### src/rtl/reorder_buffer.sv
// In-order retirement buffer: records renamed writes at dispatch, retires the oldest
// completed entry, and on squash walks back youngest-first to undo register renaming.
module reorder_buffer #(
    parameter int unsigned ROB_DEPTH = 16,
    parameter int unsigned NUM_VREG  = 16,
    parameter int unsigned NUM_PREG  = 32
) (
    input  logic                          clk,
    input  logic                          n_rst,
    input  logic                          alloc_valid,
    output logic                          alloc_ready,
    input  logic [$clog2(NUM_VREG)-1:0]   alloc_vreg,
    input  logic [$clog2(NUM_PREG)-1:0]   alloc_new_preg,
    input  logic [$clog2(NUM_PREG)-1:0]   alloc_old_preg,
    output logic [$clog2(ROB_DEPTH)-1:0]  alloc_tag,
    input  logic                          done_valid,
    input  logic [$clog2(ROB_DEPTH)-1:0]  done_tag,
    output logic                          reg_commit,
    output logic [$clog2(NUM_PREG)-1:0]   commit_addr,
    input  logic                          rollback_req,
    output logic                          rb_valid,
    output logic [$clog2(NUM_VREG)-1:0]   rb_vreg,
    output logic [$clog2(NUM_PREG)-1:0]   rb_old_preg,
    output logic [$clog2(NUM_PREG)-1:0]   rb_free_preg,
    output logic [$clog2(ROB_DEPTH):0]    count
);

    localparam int unsigned TW = $clog2(ROB_DEPTH);
    localparam int unsigned VW = $clog2(NUM_VREG);
    localparam int unsigned PW = $clog2(NUM_PREG);
    localparam int unsigned CW = TW + 1;

    typedef enum logic {
        NORMAL   = 1'b0,
        ROLLBACK = 1'b1
    } state_t;

    state_t                state;
    logic [TW-1:0]         head;
    logic [TW-1:0]         tail;
    logic [CW-1:0]         occupancy;
    logic [ROB_DEPTH-1:0]  valid;
    logic [ROB_DEPTH-1:0]  done;

    logic [VW-1:0]         vreg_mem     [ROB_DEPTH];
    logic [PW-1:0]         new_preg_mem [ROB_DEPTH];
    logic [PW-1:0]         old_preg_mem [ROB_DEPTH];

    logic [TW-1:0]         youngest;
    logic                  accept;

    assign youngest     = tail - TW'(1);
    assign accept       = alloc_valid && alloc_ready;
    assign alloc_tag    = tail;
    assign count        = occupancy;
    assign commit_addr  = old_preg_mem[head];
    assign rb_vreg      = vreg_mem[youngest];
    assign rb_old_preg  = old_preg_mem[youngest];
    assign rb_free_preg = new_preg_mem[youngest];

    // Handshake/status outputs decoded from registered state
    always_comb begin
        alloc_ready = 1'b0;
        reg_commit  = 1'b0;
        rb_valid    = 1'b0;
        case (state)
            NORMAL: begin
                alloc_ready = (occupancy < CW'(ROB_DEPTH)) && !rollback_req;
                reg_commit  = valid[head] && done[head] && !rollback_req;
            end
            ROLLBACK: begin
                rb_valid = (occupancy != '0);
            end
            default: ;
        endcase
    end

    // Payload storage; only written on an accepted dispatch
    always_ff @(posedge clk) begin
        if (accept) begin
            vreg_mem[tail]     <= alloc_vreg;
            new_preg_mem[tail] <= alloc_new_preg;
            old_preg_mem[tail] <= alloc_old_preg;
        end
    end

    // Control state: pointers, occupancy, per-slot valid/done and mode
    always_ff @(posedge clk) begin
        if (n_rst) begin
            state     <= NORMAL;
            head      <= '0;
            tail      <= '0;
            occupancy <= '0;
            valid     <= '0;
            done      <= '0;
        end else begin
            case (state)
                NORMAL: begin
                    // Completion of an unoccupied slot is a stale report and is dropped
                    if (done_valid && valid[done_tag]) begin
                        done[done_tag] <= 1'b1;
                    end
                    if (accept) begin
                        valid[tail] <= 1'b1;
                        done[tail]  <= 1'b0;
                        tail        <= tail + TW'(1);
                    end
                    if (reg_commit) begin
                        valid[head] <= 1'b0;
                        done[head]  <= 1'b0;
                        head        <= head + TW'(1);
                    end
                    occupancy <= occupancy + CW'(accept) - CW'(reg_commit);
                    if (rollback_req && (occupancy != '0)) begin
                        state <= ROLLBACK;
                    end
                end
                ROLLBACK: begin
                    if (rb_valid) begin
                        valid[youngest] <= 1'b0;
                        done[youngest]  <= 1'b0;
                        tail            <= youngest;
                        occupancy       <= occupancy - CW'(1);
                        if (occupancy == CW'(1)) begin
                            state <= NORMAL;
                        end
                    end else begin
                        state <= NORMAL;
                    end
                end
                default: state <= NORMAL;
            endcase
        end
    end

endmodule
### config.mk
export PLATFORM = sky130hd
export DESIGN_NAME = reorder_buffer
export DESIGN_NICKNAME = d
export VERILOG_FILES = /design/src/rtl/reorder_buffer.sv
export SDC_FILE = /design/constraint.sdc
export NUM_CORES = 1
export LEC_CHECK = 0
export ABC_AREA = 1
export BUFFER_PORTS_ARGS = -buffer_cell sky130_fd_sc_hd__buf_2
export CAP_MARGIN = 10
export CELL_PAD_IN_SITES_DETAIL_PLACEMENT = 0
export CELL_PAD_IN_SITES_GLOBAL_PLACEMENT = 2
export CORE_MARGIN = 2
export CORE_UTILIZATION = 37
export CTS_BUF_LIST = sky130_fd_sc_hd__clkbuf_4
export CTS_CLUSTER_DIAMETER = 60
export DETAILED_ROUTE_END_ITERATION = 12
export PLACE_DENSITY_LB_ADDON = 0.15
export SYNTH_ARGS = -nofsm -noshare
export SYNTH_HDL_FRONTEND = slang
export SYNTH_SLANG_ARGS = --single-unit
export TNS_END_PERCENT = 5
### constraint.sdc
create_clock -name clk -period 2.5 [get_ports clk]
set_input_delay 0.125 -clock clk [delete_from_list [all_inputs] [get_ports clk]]
set_output_delay 0.125 -clock clk [all_outputs]
set_load 0.005 [all_outputs]
==> results.md <==
- Slowest Stage Delay on Critical Path: 0.35 ns
- Share of flip-flops with an asynchronous set or reset: 0%
- Max Fclk: 376 MHz
- P_int: 0.00992 W
- CTS root buf: clkbuf_4
- Status: finished, violations left
- Max-cap viol count: 0
- Post-synth top area share: 51.2%
- Initial DRC Count: about 850
- Final worst slack: -0.159 ns
- Fin Setup TNS: -1.33 ns
- Slew Limit Fails: 0
- Die Width: 192 um
- Final Cell Area: around 16000 um^2
- Netlist cell types: 40
- Cells after synthesis: between 1000 and 1500
- Setup crit end kind: register
- Routed len/inst: around 20 um
- Die Ht: 192 um
- VDD IR max: 552 uV
- EDFF count, synth: 224
- Ys Warns: 0
- Number of routed nets with antenna violations: 0
- Slew @ Worst Pin: 0.636 ns
- Tot Pwr: about 0.017 W
- Avg Vias per Cell: between 5 and 6
- Crit path top cell by count: nor2_1
- Critical path data required time: 3.15 ns
- Clock power share: 22.7%
- Core Footprint: 35300 um^2
- Worst Hold End: done[13]$_SDFFE_PP0P_
- Flop pwr share: between 30% and 40%
- Worst reg2reg setup slack: -0.16 ns
- Initial antenna violation count: 2
- Hold Path Depth: 7
- Global-route wire length before repair: ~63000 um
- Most common cell in the netlist: edfxtp_1
- I/O pins: 54
- Final hold vios: 0
- Final HPWL DP: 27200 um
- WP data arrival: ~3.3 ns
- Violated checks: negative setup slack
- Setup violators final: 18
- Synth area leaders: edfxtp_1 51%, dfxtp_1 7.6%, o21ai_0 6.6%, nand2_1 6.0%, a21oi_1 4.8%
- DR vias: 10966
- Initial Util: 37.2%
- TritonCTS Sinks: 274
- DRT Wirelength: 42500 um
- Clock buffer depth: 3
- Cells after DPL: 1942
- RSZ-0062 raised after global routing: true
- Clk_lat worst skew: between 0.7 and 0.8 ns
- Layout cells sized above 1: a little under a quarter
- Slew headroom: 57.5%
- Worst hold path class: in2reg
- Total track usage: 23.2%
- Worst flop-to-flop path endpoint: count[4]$_SDFFE_PP0P_
- Dpl cell area: ~15000 um^2
- Residual DRC: 0
- CTS buffer count: 74
- Startpoint Class: register
- Number of fillers in the final layout: approximately 3500
- Congestion Overflow GR: 0
- CP max stage cell: dfxtp_4
- Tcrit/Tclk final: 106%
- Syn_nets: 1442
- Reg-to-Reg Start: head[0]$_SDFFE_PP0P_
- Combinational share of power: 45.6%
- Critical-path cell list: buf_12, inv_12, buf_8, nand2_2, nand3_2, nand2_2, nand2_1, nand2_1, nor2_2, nor2_4, nand2_4, inv_4, ha_4, inv_4, ha_4, inv_2, fa_2, nor2_2, nor2_1, nor2_1, nor2_1, xor2_1, o21ai_1, inv_1
- PwrDens: 1030 nW/um^2
- TritonCTS clock tree: built
- Sw Share: roughly 40%
- H-tree depth reported by CTS: 3
- Post-Place Worst Slack: -0.187 ns
- Area leader, netlist: edfxtp_1
- # rows: 69
- Mean Syn Cell Area: ~9.4 um^2
- Largest net degree at the start of global routing: 91
- P_sw: 0.00673 W
- Vias in the first global route: 10400
- Min Tclk post-route: 2.66 ns
- DR pass1 iterations: 5
- Register area share after synthesis: 58.8%
- Most used DFF post-synth: edfxtp_1
- I/O Buffers: between 50 and 60
- Worst hold start: done_tag[0]
- Clock Pin Slew Worst Setup and Hold Paths: 0.07 ns
- Synthesized flop and latch total: 274
- Die area: between 30000 and 40000 um^2
- Crit Path Category: reg2reg
- Area Growth Syn to Fin: 23.5%
- Synth Cell Area: 13100 um^2
- Final Skew: 0.0310 ns
- Crit-path max FO: 8
- Pleak: about 6.2 nW
- Non-filler instance count after layout: 2121
- Reg2Reg Depth: 24
- Routability cong.: 0.889
- Final #Nets: about 1600
- Post-synth top cells: 224 x edfxtp_1, 211 x nand2_1, 174 x o21ai_0
==> final cells by class <==
class / instances / area (um^2) / area share [%]
Clock inverter: 30 / 133 / 0.817
Clock buffer: 101 / 758 / 4.67
Timing Repair Buffer: 211 / 1760 / 10.9
Antenna cell: 1 / 2.50 / 0.0154
Sequential cell: 274 / 7740 / 47.7
Multi-Input combinational cell: 903 / 4700 / 28.9
Tap cell: 461 / 577 / 3.55
Inverter: 140 / 559 / 3.45
==> worst max path at each step <==
stage                                    startpoint                    end  slack (ns)
after floorplan                head[0]$_SDFFE_PP0P_  count[4]$_SDFFE_PP0P_       -0.14
after global placement         head[0]$_SDFFE_PP0P_  count[4]$_SDFFE_PP0P_       -0.21
after detailed placement       head[0]$_SDFFE_PP0P_  count[4]$_SDFFE_PP0P_       -0.19
after CTS                 alloc_tag[0]$_SDFFE_PP0P_             rb_vreg[1]       -0.18
after global routing           head[0]$_SDFFE_PP0P_  count[4]$_SDFFE_PP0P_       -0.36
final                          head[0]$_SDFFE_PP0P_  count[4]$_SDFFE_PP0P_       -0.16
==> flip-flops by register name, summed over array words and instances (netlist names), named ones only <==
name and cells:
alloc_tag 4, vreg_mem 64, valid 16, state 1, new_preg_mem 80, head 4
count 5, old_preg_mem 80, done 16
==> per-layer routing <==
layer | global-route usage, % | up-vias | wire length, um
met3 | 4.44 | 51 | 2140
met5 | 0 | - | 0
met1 | 30.8 | 5270 | 19200
met2 | 38.4 | 279 | 20400
met4 | 7.13 | 0 | 764
li1 | - | 5366 | -
==> metrics by stage <==
step	util, %	hold slack (ns)
6_report	46.0	0.0780
3_3_place_gp	41.6	0.466
3_5_place_dp	41.6	0.456
2_1_floorplan	-	0.224
4_1_cts	45.4	0.00385
5_1_grt	46.0	0.0827
==> layout by cell type, fill, tap and decap left out, types with 3 or more instances in the layout <==
cell             n
edfxtp_1       224
nand2_1        197
o21ai_0        173
nor2_1         129
a21oi_1        126
inv_1          125
buf_4          113
clkbuf_4       101
nand3_1         99
buf_2           53
dfxtp_1         43
o22ai_1         36
clkinv_1        23
dlygate4sd3_1   23
o211ai_1        21
nor2_2          18
ha_1            15
buf_12          15
nand2_2         14
nand4_1         10
a31oi_1          9
inv_2            8
a22oi_2          8
a22oi_1          7
inv_4            5
nand3_2          5
xor2_1           5
o2111ai_1        5
nor3_1           4
dfxtp_2          4
buf_6            4
clkinvlp_4       3
nand3b_1         3
ha_4             3
dfxtp_4          3
==> power groups by stage <==
stage | sequential, W | combinational [W] | clock (W)
2_1_floorplan | 0.00536 | 0.00382 | 0
3_3_place_gp | 0.00537 | 0.00677 | 0
3_5_place_dp | 0.00538 | 0.00674 | 0
4_1_cts | 0.00527 | 0.00749 | 0.00392
5_1_grt | 0.00529 | 0.00831 | 0.00418
6_report | 0.00527 | 0.00760 | 0.00378
==> cell families after synthesis <==
kind of cell	Yosys count	share of synthesized area, %
flops	274	58.8
compound gates	393	16.4
fa+ha+maj	19	1.87
xor+xnor	5	0.333
buf+inv	223	6.94
simple gates	486	15.7
==> critical path, delay by kind of cell (launching register included) <==
family / cells / cell delay (ns)
and+or+nand+nor: 12 / 0.81
xor gates and xnor gates: 1 / 0.13
AOI/OAI and AO/OA: 1 / 0.11
adders and majority gates: 3 / 0.67
DFF: 1 / 0.35
buffers and inverters: 7 / 0.49
==> timing repair <==
action                                 in CTS  in global routing
gates resized for setup                    31                 30
setup endpoints to repair                  20                 19
buffers inserted                           12                 10
hold buffers                               23                  0
gates cloned                                1                  1
endpoints found under the hold margin     262                  0
pin swaps                                   9                 22
Power figures use the tool's default switching activity.
